### config.mk
export PLATFORM = sky130hd
export DESIGN_NAME = mem_fill_arbiter
export DESIGN_NICKNAME = d
export VERILOG_FILES = /design/src/rtl/mem_fill_arbiter.sv
export SDC_FILE = /design/constraint.sdc
export NUM_CORES = 1
export LEC_CHECK = 0
export CORE_MARGIN = 5
export CORE_UTILIZATION = 30
export CTS_BUF_LIST = sky130_fd_sc_hd__clkbuf_4 sky130_fd_sc_hd__clkbuf_8
export DETAILED_ROUTE_END_ITERATION = 10
export PLACE_DENSITY_LB_ADDON = 0.1
export SYNTH_ARGS = -nofsm -noshare
export SYNTH_HDL_FRONTEND = slang
export SYNTH_SLANG_ARGS = --single-unit
### constraint.sdc
create_clock -name clk -period 2.2 [get_ports clk]
set_input_delay 0.44 -clock clk [delete_from_list [all_inputs] [get_ports clk]]
set_output_delay 0.44 -clock clk [all_outputs]
set_load 0.01 [all_outputs]
### src/rtl/mem_fill_arbiter.sv
// Arbitrates single-ported pipelined main memory between I-cache fills, D-cache
// fills and D-side write-through stores; sequences in-order block fills.
module mem_fill_arbiter #(
   parameter int LATENCY     = 4,
   parameter int BLOCK_WORDS = 8,
   parameter int IDX_W       = 3
) (
   input  logic             clk,
   input  logic             rst,
   input  logic             i_miss,
   input  logic [15:0]      i_addr,
   input  logic             d_miss,
   input  logic [15:0]      d_addr,
   input  logic             d_wr_req,
   input  logic [15:0]      d_wr_addr,
   input  logic [15:0]      d_wr_data,
   output logic             mem_en,
   output logic             mem_wr,
   output logic [15:0]      mem_addr,
   output logic [15:0]      mem_wdata,
   input  logic [15:0]      mem_rdata,
   input  logic             mem_rvalid,
   output logic [15:0]      fill_data,
   output logic [IDX_W-1:0] fill_word,
   output logic             i_fill_we,
   output logic             d_fill_we,
   output logic             i_fill_done,
   output logic             d_fill_done,
   output logic             d_wr_ack,
   output logic             busy
);

   // state    | meaning
   // S_IDLE   | waiting for a request; grant by priority store > D miss > I miss
   // S_WRITE  | single-cycle store issue with ack
   // S_FILL_I | issuing reads / collecting returns for an I-cache block
   // S_FILL_D | issuing reads / collecting returns for a D-cache block
   // S_DONE_I | one-cycle I fill complete pulse
   // S_DONE_D | one-cycle D fill complete pulse

   if (LATENCY < 1 || BLOCK_WORDS != (1 << IDX_W)) begin : g_param_check
      $error("mem_fill_arbiter: inconsistent LATENCY/BLOCK_WORDS/IDX_W");
   end

   typedef enum logic [2:0] {
      S_IDLE, S_WRITE, S_FILL_I, S_FILL_D, S_DONE_I, S_DONE_D
   } state_t;

   localparam logic [IDX_W:0] CNT_ONE  = (IDX_W+1)'(1);
   localparam logic [IDX_W:0] CNT_LAST = (IDX_W+1)'(BLOCK_WORDS - 1);

   state_t           state_q, state_d;
   logic [15:0]      addr_q, addr_d;
   logic [15:0]      wdata_q, wdata_d;
   logic [IDX_W:0]   iss_cnt_q, iss_cnt_d;
   logic [IDX_W:0]   rcv_cnt_q, rcv_cnt_d;

   always_ff @(posedge clk or negedge rst) begin
      if (!rst) begin
         state_q   <= S_IDLE;
         addr_q    <= '0;
         wdata_q   <= '0;
         iss_cnt_q <= '0;
         rcv_cnt_q <= '0;
      end else begin
         state_q   <= state_d;
         addr_q    <= addr_d;
         wdata_q   <= wdata_d;
         iss_cnt_q <= iss_cnt_d;
         rcv_cnt_q <= rcv_cnt_d;
      end
   end

   always_comb begin
      state_d     = state_q;
      addr_d      = addr_q;
      wdata_d     = wdata_q;
      iss_cnt_d   = iss_cnt_q;
      rcv_cnt_d   = rcv_cnt_q;
      mem_en      = 1'b0;
      mem_wr      = 1'b0;
      mem_addr    = '0;
      mem_wdata   = '0;
      fill_data   = mem_rdata;
      fill_word   = '0;
      i_fill_we   = 1'b0;
      d_fill_we   = 1'b0;
      i_fill_done = 1'b0;
      d_fill_done = 1'b0;
      d_wr_ack    = 1'b0;
      busy        = (state_q != S_IDLE);

      case (state_q)
         S_IDLE: begin
            iss_cnt_d = '0;
            rcv_cnt_d = '0;
            if (d_wr_req) begin
               state_d = S_WRITE;
               addr_d  = d_wr_addr;
               wdata_d = d_wr_data;
            end else if (d_miss) begin
               state_d = S_FILL_D;
               addr_d  = d_addr;
            end else if (i_miss) begin
               state_d = S_FILL_I;
               addr_d  = i_addr;
            end
         end
         S_WRITE: begin
            mem_en    = 1'b1;
            mem_wr    = 1'b1;
            mem_addr  = addr_q;
            mem_wdata = wdata_q;
            d_wr_ack  = 1'b1;
            state_d   = S_IDLE;
         end
         S_FILL_I, S_FILL_D: begin
            // The top counter bit marks that every word of the block has been issued.
            if (!iss_cnt_q[IDX_W]) begin
               mem_en    = 1'b1;
               mem_addr  = {addr_q[15:IDX_W+1], iss_cnt_q[IDX_W-1:0], 1'b0};
               iss_cnt_d = iss_cnt_q + CNT_ONE;
            end
            if (mem_rvalid) begin
               fill_word = rcv_cnt_q[IDX_W-1:0];
               i_fill_we = (state_q == S_FILL_I);
               d_fill_we = (state_q == S_FILL_D);
               rcv_cnt_d = rcv_cnt_q + CNT_ONE;
               if (rcv_cnt_q == CNT_LAST)
                  state_d = (state_q == S_FILL_I) ? S_DONE_I : S_DONE_D;
            end
         end
         S_DONE_I: begin
            i_fill_done = 1'b1;
            iss_cnt_d   = '0;
            rcv_cnt_d   = '0;
            state_d     = S_IDLE;
         end
         S_DONE_D: begin
            d_fill_done = 1'b1;
            iss_cnt_d   = '0;
            rcv_cnt_d   = '0;
            state_d     = S_IDLE;
         end
         default: state_d = S_IDLE;
      endcase
   end

endmodule

Word level (Yosys, flattened, before mapping)
Cells that the tools add are included.
{"block": "totals", "word_cells": 57, "regBits": 43, "out_inout_bits": 59, "inputBits": 86}
{"block": "op_classes", "n_eq_ne": 10, "n_reduce_logical": 11, "n_addsub": 2, "n_mux": 28}
{"operator": "two-way mux 16 bit", "count": 5}
{"operator": "case mux 16 bit (2 select lines)", "count": 1}
{"operator": "two-way mux 3 bit", "count": 7}
{"operator": "case mux 4 bit (2 select lines)", "count": 2}
{"operator": "two-way mux 1 bit", "count": 9}
{"operator": "adder 4 x 1 -> 4 bit, second input constant", "count": 2}
{"operator": "two-way mux 4 bit", "count": 2}
{"operator": "AND reduction 2 bit", "count": 4}
{"operator": "== test 3 x 2 -> 1 bit, second input constant", "count": 2}
{"operator": "== test 3 bit, second input constant", "count": 2}
{"operator": "!= test 2 bit, second input constant", "count": 3}
{"operator": "case mux 3 bit (2 select lines)", "count": 1}
{"operator": "nonzero test 3 bit", "count": 2}
{"operator": "== test 4 x 3 -> 1 bit, second input constant", "count": 1}
{"operator": "!= test 4 bit, second input constant", "count": 1}
{"operator": "== test 3 x 1 -> 1 bit, second input constant", "count": 1}
{"operator": "zero test 3 bit", "count": 1}
{"operator": "AND reduction 3 bit", "count": 1}
{"operator": "OR reduction 3 bit", "count": 1}
{"operator": "case mux 1 bit (2 select lines)", "count": 1}
{"operator": "nonzero test 2 bit", "count": 1}
{"operator": "OR reduction 2 bit", "count": 1}

Depth between registers and ports, before layout
Gate-level depths: netlist (run 1).
{"block": "depth", "ltp_word": 5, "depth_mapped": 6, "depth_no_buf": 4}

Worst setup path before layout (run 1)
Ideal clock, no wire load.
{"block": "synth_timing", "kind": "register to output", "from": "reg state_q[1]", "to": "out mem_wdata[10]", "path_buffers": 2, "arrival_time_ps": 1527, "setup_slack_ps": 233, "t_required_ps": 1760, "path_stages_with_launch": 5, "cell_sequence": "dfrtp_1 -> clkbuf_1 -> nor3b_1 -> clkbuf_1 -> and2_1"}
{"block": "synth_via", "elab_chain_len": 2}
{"item": "start: declaration", "line_no": "52", "text": "state_t state_q, state_d;"}
{"item": "start signal: assignment", "line_no": "66", "text": "state_q <= state_d;"}
{"item": "== test 3 x 1 -> 1 bit", "line_no": "93", "text": "case (state_q)"}
{"item": "two-way mux 16 bit", "line_no": "93"}
{"item": "end: declaration", "line_no": "20", "text": "output logic [15:0] mem_wdata,"}
No other way between the ends.

Worst setup path after layout (run 1)
{"block": "layout_timing", "from": "in mem_rvalid", "to": "out fill_word[2]"}
{"block": "layout_via", "elab_chain_len": 2}
{"item": "start: declaration", "line_no": "22", "text": "input logic mem_rvalid,"}
{"item": "two-way mux 3 bit", "line_no": "124", "text": "if (mem_rvalid) begin"}
{"item": "two-way mux 3 bit", "line_no": "93"}
{"item": "end: declaration", "line_no": "24", "text": "output logic [IDX_W-1:0] fill_word,"}
No other way between the ends.

==> results.py, run 1 <==
metrics = {
    "synthesis": {
        "ys_ff_latch": 43,
        "syn_avg_cell_area_um2": 10.4,
        "synth-compound-area-share_pct": 9.06,
        "synth_top_area_cell": "dfrtp_1",
        "ys_top_cells_by_area": "dfrtp_1 (41%), mux2_2 (9.4%), and2_1 (7.9%)",
        "synth.distinct_cells": 36,
        "synth_adder_area_share_pct": 0.954,
        "netlist.area_leader.share_pct": 41.0,
        "synth_top_family_by_area": "multiplexers",
        "yosys_warnings": 0,
        "synthMuxAreaShare_pct": 22.0,
        "mappedNetlistArea_um2": 2620,
        "synth-simple-area-share_pct": 16.9,
        "synthCells": 252,
        "yosys.area_share.xor_xnor_pct": 0.334,
        "syn-num-nets": 340,
        "ys_seq_area_share_pct": 41.0,
    },
    "clock_tree": {
        "hold_buffers": 0,
        "cts_root_buf": "clkbuf_8",
        "clock_sink_count": 43,
        "clock_path_buffers": 2,
        "clock_latency_ns": 0.29,
        "numCtsBuffers": 5,
        "cts.clk_slew.worst_paths_ns": 0.08,
        "cts_tree": "yes",
        "h-tree-depth": 2,
    },
    "grt": {
        "grt_max_degree": 44,
        "grt_overflow": 0,
        "grt_use_total_pct": 12.2,
        "grt_pass1_wl_mm": 10.1,
        "antenna_found_initial": 0,
        "grt_pass1_vias": 2087,
    },
    "outcome": {
        "status": "finished clean",
    },
    "die": {
        "die_w_um": 103,
        "ios": 145,
        "num_rows": 34,
        "die_h_um": 103,
        "coreArea_um2": 8640,
        "initial_core_util_pct": 30.4,
        "die_area_um2": 10700,
    },
    "sta": {
        "fmax_mhz": 465,
        "setup_viol": 0,
        "slew_violations": 0,
        "min_period_over_period_pct": 97.8,
        "tightest_slew_ns": 0.553,
        "setup_tns_ns": 0,
        "slew_headroom_pct": 63.1,
        "worst_clock_skew_ns": 0.00353,
        "min_period_ns": 2.15,
        "final-hold-violation-count": 0,
        "setup_slack_ns": 0.0482,
        "rsz0062_at_grt": "yes",
    },
    "worst_setup_path": {
        "criticalPathCategory": "input port to output pin",
        "path_delay_family": "buffers and inverters",
        "cp-end-kind": "output pin",
        "cp_data_arrival_time_ns": 1.71,
        "cpMostUsedCell": "clkdlybuf4s50_1",
        "cp-start-kind": "input port",
        "cp-startpoint": "mem_rvalid",
        "r2r_start": "state_q[1]$_DFFE_PN0P_",
        "critPathSlowestCell": "clkdlybuf4s50_1",
        "cpPeakStageDelay_ns": 0.54,
        "cp.required_ns": 1.76,
        "crit_buf_inv": 2,
        "worstPathCellList": "clkdlybuf4s50_1 > and4b_1 > clkdlybuf4s50_1",
        "crit_fanout": 4,
    },
    "routing": {
        "first_pass_iters": 4,
        "wl_per_cell_um": 13.9,
        "dr.first_iter.drc_count": 25,
        "vias": 2085,
        "antenna_left": 0,
        "drc": 0,
        "viasPerCell": 4.46,
        "wirelength_mm": 6.49,
    },
    "placed_design": {
        "dp_slack_ns": -0.117,
        "port-buffer-count": 112,
        "globalplace.congestion": 0.731,
        "hpwlAfterDp_mm": 4.97,
    },
    "power_and_ir_drop": {
        "p_int_w": 0.00276,
        "pwr-share-seq_pct": 32.6,
        "switchingPower_w": 0.00136,
        "p_comb_share_pct": 53.6,
        "leakage_nw": 1.82,
        "clkPwrFrac_pct": 13.8,
        "peakVddDrop_v": 0.000329,
        "p_sw_share_pct": 33.1,
        "power.density_nw_per_um2": 1050,
    },
    "finish": {
        "regArea_um2": 1080,
        "synthToLayoutAreaGrowth_pct": 49.9,
        "drive_above_1_share_pct": 19.5,
        "multiInputGateArea_um2": 1300,
        "nNetsFinal": 446,
        "n_fill_cell": 854,
        "n_antenna_cell": 0,
    },
    "min_path": {
        "min_path_type": "input port to asynchronous set/reset pin",
    },
    "job": {
        "drv_cap": 0,
    },
}
==> sequential cells by signal (all words and copies together) (netlist names) <==
name and flops:
wdata_q 16, rcv_cnt_q 4, iss_cnt_q 4, addr_q 16
state_q 3
==> final timing paths <==
kind                                       endpoint  slack (ns)  cells past startpoint
min in group clk             wdata_q[9]$_DFFE_PN0P_        0.50                      1
hold / removal             iss_cnt_q[1]$_DFFE_PN0P_        0.22                      2
max in group asynchronous    state_q[2]$_DFFE_PN0P_        1.58                      2
setup / recovery                       fill_word[2]        0.05                      3
setup reg to reg              addr_q[3]$_DFFE_PN0P_        0.40                      5
hold reg to reg              wdata_q[9]$_DFFE_PN0P_        0.50                      1
==> cells in the mapped netlist <==
master / count
a31o_2: 1
o21ai_0: 22
nand2_1: 22
and2_1: 33
nor2_4: 1
nor3b_1: 1
nor4bb_1: 1
nor2_1: 5
mux2_2: 22
buf_6: 3
a21oi_1: 8
o311ai_0: 2
o211ai_1: 1
nand3b_1: 3
dfrtp_1: 43
nand4_1: 1
buf_4: 17
inv_1: 5
nor3_1: 1
and4_1: 1
o31ai_1: 1
and4b_1: 2
and3_1: 1
and3b_1: 1
clkbuf_1: 10
buf_2: 3
a22oi_1: 2
or3_4: 1
nor2b_1: 3
xnor2_1: 1
buf_12: 1
mux2i_1: 18
mux2_4: 10
ha_1: 2
o21a_1: 2
a21oi_4: 1
==> cells in the final DEF, fill, tap and decap left out, drive strengths merged, types with 3 or more instances in the layout <==
cell	count
clkbuf	8
inv	5
nand2	22
dfrtp	43
nand3b	3
buf	22
clkdlybuf4s50	73
nor2b	3
dlygate4sd2	37
and2	33
nor2	6
mux2	32
o21ai	22
mux2i	18
a21oi	9
==> routing by layer <==
metal	track usage, %	routed length (µm)	vias to the layer above
met3	5.70	763	5
met2	17.9	2770	92
met4	3.39	65	0
met5	0	0	-
met1	16.0	2890	931
li1	-	-	1057
==> per-stage QoR <==
step	cell area [µm²]	hold slack [ns]	power [W]	cells	utilization, %
floorplan	2620	0.144	0.00270	252	-
global placement	3820	0.481	0.00371	455	44.3
detailed placement	3820	0.485	0.00373	455	44.3
CTS	3890	0.243	0.00415	463	45.0
global route	3930	0.277	0.00443	467	45.5
finish	3930	0.223	0.00413	467	45.5
==> cell families after synthesis <==
kind of cell	count (synthesis)
compound gates	40
xor+xnor	1
fa+ha+maj	2
buf+inv	39
flops	43
mux	50
simple gates	77
==> power groups by stage <==
stage / clock network, W / logic (W) / registers (W)
after global routing: 0.000614 / 0.00242 / 0.00140
after floorplan: 0 / 0.00141 / 0.00129
after detailed placement: 0 / 0.00237 / 0.00136
after CTS: 0.000590 / 0.00220 / 0.00135
final: 0.000568 / 0.00221 / 0.00135
after global placement: 0 / 0.00235 / 0.00136
==> layout make-up <==
cell class	instances	area share [%]
Tap cell	108	3.44
Multi-Input combinational cell	170	33.1
Sequential cell	43	27.4
Inverter	5	0.477
Clock buffer	8	2.64
Timing Repair Buffer	133	32.9
==> what timing repair did <==
item,4_1_cts,5_1_grt
pin swaps,1,0
setup buffers,0,4
endpoints found under the hold margin,0,0
gates resized for setup,42,1
setup endpoints to repair,41,6
Power figures use the tool's default switching activity.
==> run 2: changes to the inputs <==
Settings changed: CELL_PAD_IN_SITES_DETAIL_PLACEMENT set to 0, CELL_PAD_IN_SITES_GLOBAL_PLACEMENT set to 1, CORE_UTILIZATION 30 to 29, CTS_CLUSTER_DIAMETER set to 50.
==> run 2 against run 1 <==
Compared with the run above: sequential share of layout area decreased by 0.31 points; worst hold slack got worse by 0.11 ns; clock-buffer cell count decreased by 2; first-iteration DRC count increased by 68%; critical path type is now flip-flop to output pin; critical endpoint is now i_fill_done.
==> results.py, run 2 (synthesized netlist as in run 1, its figures left out) <==
metrics = {
    "power_and_ir_drop": {
        "power.density_nw_per_um2": 1060,
        "leakage_nw": 1.85,
        "totalPowerFinal_w": 0.00422,
        "peakVddDrop_v": 0.000427,
    },
    "worst_setup_path": {
        "r2r_slack_ns": 0.36,
        "crit_fanout": 5,
        "criticalPathCategory": "flip-flop to output pin",
        "cpPeakStageDelay_ns": 0.57,
        "cp_data_arrival_time_ns": 1.69,
        "critPathSlowestCell": "clkdlybuf4s50_1",
        "cp-end-kind": "output pin",
        "r2r_start": "state_q[1]$_DFFE_PN0P_",
        "r2r_cells": 5,
        "r2r_end": "addr_q[2]$_DFFE_PN0P_",
        "cp.required_ns": 1.76,
        "worstPathCellList": "inv_1 > buf_4 > nor3_1 > clkdlybuf4s50_1",
        "cp-start-kind": "flip-flop",
    },
    "finish": {
        "n_antenna_cell": 0,
        "reg_top3": "addr_q x16, wdata_q x16",
        "final_common_cell": "clkdlybuf4s50_1",
        "drive_above_1_share_pct": 20.9,
        "stdcell_count": 472,
        "n_fill_cell": 904,
        "synthToLayoutAreaGrowth_pct": 51.6,
        "final_cell_mix": "clkdlybuf4s50_1 (69), dfrtp_1 (42), and2_1 (33), dlygate4sd2_1 (29)",
        "nNetsFinal": 451,
        "post-route-cell-area_um2": 3980,
    },
    "die": {
        "die_area_um2": 11000,
        "die_w_um": 105,
        "ios": 145,
        "initial_core_util_pct": 29.9,
        "die_h_um": 105,
        "coreArea_um2": 8760,
        "num_rows": 34,
    },
    "routing": {
        "drc": 0,
        "viasPerCell": 4.53,
        "dr.first_iter.drc_count": 42,
        "first_pass_iters": 4,
        "wl_per_cell_um": 14.5,
        "wirelength_mm": 6.85,
        "antenna_left": 0,
        "vias": 2137,
    },
    "outcome": {
        "status": "finished clean",
    },
    "placed_design": {
        "dp_cells": 457,
        "port-buffer-count": 112,
        "hpwlAfterDp_mm": 5.32,
        "globalplace.congestion": 0.717,
        "dpl_cell_area_um2": 3820,
    },
    "sta": {
        "slew_headroom_pct": 62.6,
        "fmax_mhz": 470,
        "setup_viol": 0,
        "final-hold-violation-count": 0,
        "min_period_ns": 2.13,
        "tightest_slew_ns": 0.554,
        "slew_violations": 0,
        "holdWs_ns": 0.118,
        "worst_clock_skew_ns": 0.00411,
        "min_period_over_period_pct": 96.7,
    },
    "grt": {
        "grt_pass1_vias": 2246,
        "grt_pass1_wl_mm": 11.2,
        "grt_overflow": 0,
        "grt_max_degree": 24,
        "antenna_found_initial": 0,
        "grt_use_total_pct": 12.4,
    },
    "clock_tree": {
        "cts_tree": "yes",
        "cts.clk_slew.worst_paths_ns": 0.08,
        "cts_root_buf": "clkbuf_8",
        "h-tree-depth": 2,
        "clock_path_buffers": 2,
        "numCtsBuffers": 5,
        "clock_latency_ns": 0.29,
        "clock_sink_count": 43,
    },
    "job": {
        "drv_cap": 0,
    },
    "min_path": {
        "min_path_type": "input port to asynchronous set/reset pin",
    },
}
==> run 2: cell types whose count changed in the layout (fill, tap and decap cells not counted), moves of 2 or more <==
| cell | previous run | this run |
|---|---|---|
| clkdlybuf4s50_1 | 73 | 69 |
| buf_12 | 5 | 3 |
| dlygate4sd2_1 | 37 | 29 |
| buf_4 | 15 | 21 |
| clkdlybuf4s15_1 | 1 | 12 |
==> run 2: what timing repair did <==
| action | in CTS | in global routing |
|---|---|---|
| setup endpoints to repair | 42 | 6 |
| pin swaps | 0 | 1 |
| resized for setup | 46 | 14 |
| hold buffers | 0 | 0 |
| hold endpoints to repair | 0 | 0 |
| buffers inserted | 4 | 3 |
==> run 2: final cells by class <==
type	instances	area (µm²)	area share, %
multi-input combinational	170	1310	32.8
inverter	5	18.8	0.472
timing repair buffer	138	1320	33.3
clock buffer	6	82.6	2.08
tap	108	135	3.40
clock inverter	2	35.0	0.881
sequential	43	1080	27.1
==> run 2: worst max-delay path by stage <==
stage,startpoint,endpoint,slack [ns],depth (start not counted)
floorplan,state_q[1]$_DFFE_PN0P_,mem_wdata[10],0.23,4
global placement,mem_rvalid,i_fill_we,-0.15,4
detailed placement,mem_rvalid,i_fill_we,-0.18,4
CTS,state_q[2]$_DFFE_PN0P_,i_fill_done,0.02,4
global route,state_q[2]$_DFFE_PN0P_,i_fill_done,-0.009,4
finish,state_q[2]$_DFFE_PN0P_,i_fill_done,0.07,4
==> run 2: critical path, delay by kind of cell (launching register included) <==
kind | cells | cell delay [ns]
simple gates | 1 | 0.21
buf+inv | 3 | 0.78
flops | 1 | 0.41
==> run 2: report_power, final <==
group,switching [W],total [W],internal [W]
Combinational,0.000924,0.00224,0.00132
Clock,0.000277,0.000645,0.000368
Sequential,0.000188,0.00134,0.00115
Total,0.00139,0.00422,0.00284
==> run 2: stage by stage <==
stage	setup WS [ns]	utilization (%)	TNS (ns)
6_report	0.0727	45.4	0
5_1_grt	-0.00892	45.4	-0.00892
4_1_cts	0.0160	44.9	0
3_5_place_dp	-0.180	43.6	-0.653
3_3_place_gp	-0.151	43.6	-0.582
2_1_floorplan	0.233	-	0
==> run 2: metal layers <==
layer	track usage (%)	up-vias	wire [µm]	part of all wire, %
met5	0	-	0	0
met4	3.11	0	50	0.73
met2	18.9	86	3110	45
met3	5.49	6	581	8.5
met1	16.1	978	3110	45
li1	-	1067	-	-
==> variant, RTL diff (flow settings as in run 2) <==
The 6 states of `state_t` get a one-hot encoding in 6 bits.
--- a/src/rtl/mem_fill_arbiter.sv
+++ b/src/rtl/mem_fill_arbiter.sv
@@ -43,6 +43,6 @@
    end
 
-   typedef enum logic [2:0] {
-      S_IDLE, S_WRITE, S_FILL_I, S_FILL_D, S_DONE_I, S_DONE_D
+   typedef enum logic [5:0] {
+      S_IDLE = 6'b000001, S_WRITE = 6'b000010, S_FILL_I = 6'b000100, S_FILL_D = 6'b001000, S_DONE_I = 6'b010000, S_DONE_D = 6'b100000
    } state_t;
 
Formal check against the unedited RTL: same outputs for any inputs over 10 cycles, from zero or initial values and one cycle with rst low; not proved beyond that.
==> variant against run 2 <==
The run now ends with negative setup slack left; worst setup slack lost 450 ps; sequential cell count grew 3; total power shrank 5.0%; clock skew grew 3.7 ps; via count grew 13%; final area grew 14%; routed wire length grew 22%; area after synthesis grew 5.5%; critical path type unchanged; largest cell class unchanged; largest power group unchanged.
==> variant: results (changes against run 2) <==
stage;metric;value;unit;change
global_routing;routing usage on met1;0.183;;was 0.161
global_routing;largest net degree at the start of global routing;36;;was 24
pwr;static leakage;2.07;nW;was 1.85 nW
worst_setup_path;CP Capture Point;mem_addr[14];;was i_fill_done
synthesis;Synth cell types;45;;was 36
pwr;VDD IR max;0.000450;V;was 0.000427 V
outcome;failing checks;negative setup slack;;
worst_setup_path;slowest CP cell;or4_4;;was clkdlybuf4s50_1
worst_setup_path;r2r setup slk;110;ps;was 360 ps
placed_design;hpwl dp;5.93;mm;was 5.32 mm
placed_design;Placer Congestion;0.782;;was 0.717
global_routing;first-pass GRT wire length;13.5;mm;was 11.2 mm
global_routing;Global Route Usage Sum;0.147;;was 0.124
timing;Slew HR;0.629;;was 0.626
worst_setup_path;Worst Reg-to-Reg Cells;6;;was 5
worst_setup_path;delay-heaviest family, CP;simple AND/OR/NAND/NOR gates;;was buffers and inverters
cells_and_area;share of cells above drive strength 1;0.453;;was 0.209
placed_design;placed cell area;0.00414;mm2;was 0.00382 mm2
outcome;status;complete, but fails checks;;was finished clean
timing;final setup margin;-376;ps;was 72.7 ps
route;Via density;4.49;;was 4.53
global_routing;vias in the first global route;2613;;was 2,246
global_routing;grt met2 use;0.239;;was 0.189
cells_and_area;Largest regs;addr_q x16, wdata_q x16, state_q x6;;was addr_q x16, wdata_q x16
timing;Setup violations, final;38;;was 0
[variant: changes by cell type after synthesis, sizes merged, moves of 3 or more]
cell / before / now
a21boi: 0 / 12
a21oi: 9 / 3
o22ai: 0 / 3
and2: 33 / 20
o31ai: 1 / 5
o21ai: 22 / 16
a22o: 0 / 3
nand3: 0 / 4
or4: 0 / 3
[variant: what timing repair did]
item                                    4_1_cts  5_1_grt
buffers inserted                             18        7
resized for setup                           219       20
gates cloned                                  2        0
pin swaps                                    24       14
endpoints found under the setup margin       59       42
[variant: stage by stage]
stage               hold WS (ps)  worst slack (ps)  utilization  setup TNS, ps
floorplan                    144             -22.4            -           -222
global placement             471              -427        0.446         -12910
detailed placement           466              -454        0.446         -13200
CTS                          133              -416        0.484          -8090
global route                 147              -448        0.487         -10860
finish                       121              -376        0.487          -7260
[variant: cell type report]
type	instances	area (um2)
Sequential cell	46	1150
Fill cell	915	4770
Clock inverter	2	37.5
Timing Repair Buffer	172	1610
Clock buffer	6	76.3
Multi-Input combinational cell	177	1460
Inverter	5	18.8
Tap cell	129	161
[variant: worst min-delay path by stage]
stage | from | end | slack, ps | depth (start not counted)
6_report | rst | wdata_q[6]$_DFFE_PN0P_ | 120 | 1
5_1_grt | rst | wdata_q[6]$_DFFE_PN0P_ | 150 | 1
4_1_cts | rst | wdata_q[6]$_DFFE_PN0P_ | 130 | 1
3_5_place_dp | rst | wdata_q[6]$_DFFE_PN0P_ | 470 | 1
3_3_place_gp | rst | wdata_q[6]$_DFFE_PN0P_ | 470 | 1
2_1_floorplan | rst | addr_q[0]$_DFFE_PN0P_ | 140 | 0
[variant: kinds of logic after synthesis]
logic type | after synthesis | share of synthesized area
multiplexers | 50 | 0.195
adder cells (fa/ha/maj) | 2 | 0.00904
flip-flops | 46 | 0.417
AND/OR/NAND/NOR | 70 | 0.146
XOR/XNOR | 5 | 0.0158
buffers and inverters | 38 | 0.0832
AO/OA/AOI/OAI | 50 | 0.134
[variant: per-layer routing]
metal / part of all wire / up-vias
li1: - / 1198
met1: 0.43 / 1114
met2: 0.47 / 90
met3: 0.093 / 9
met4: 0.0089 / 0
met5: 0 / -
[variant: report_power, final]
part / switching, mW / internal [mW]
registers: 0.183 / 1.19
logic: 0.783 / 1.21
clock network: 0.296 / 0.352
total: 1.26 / 2.75
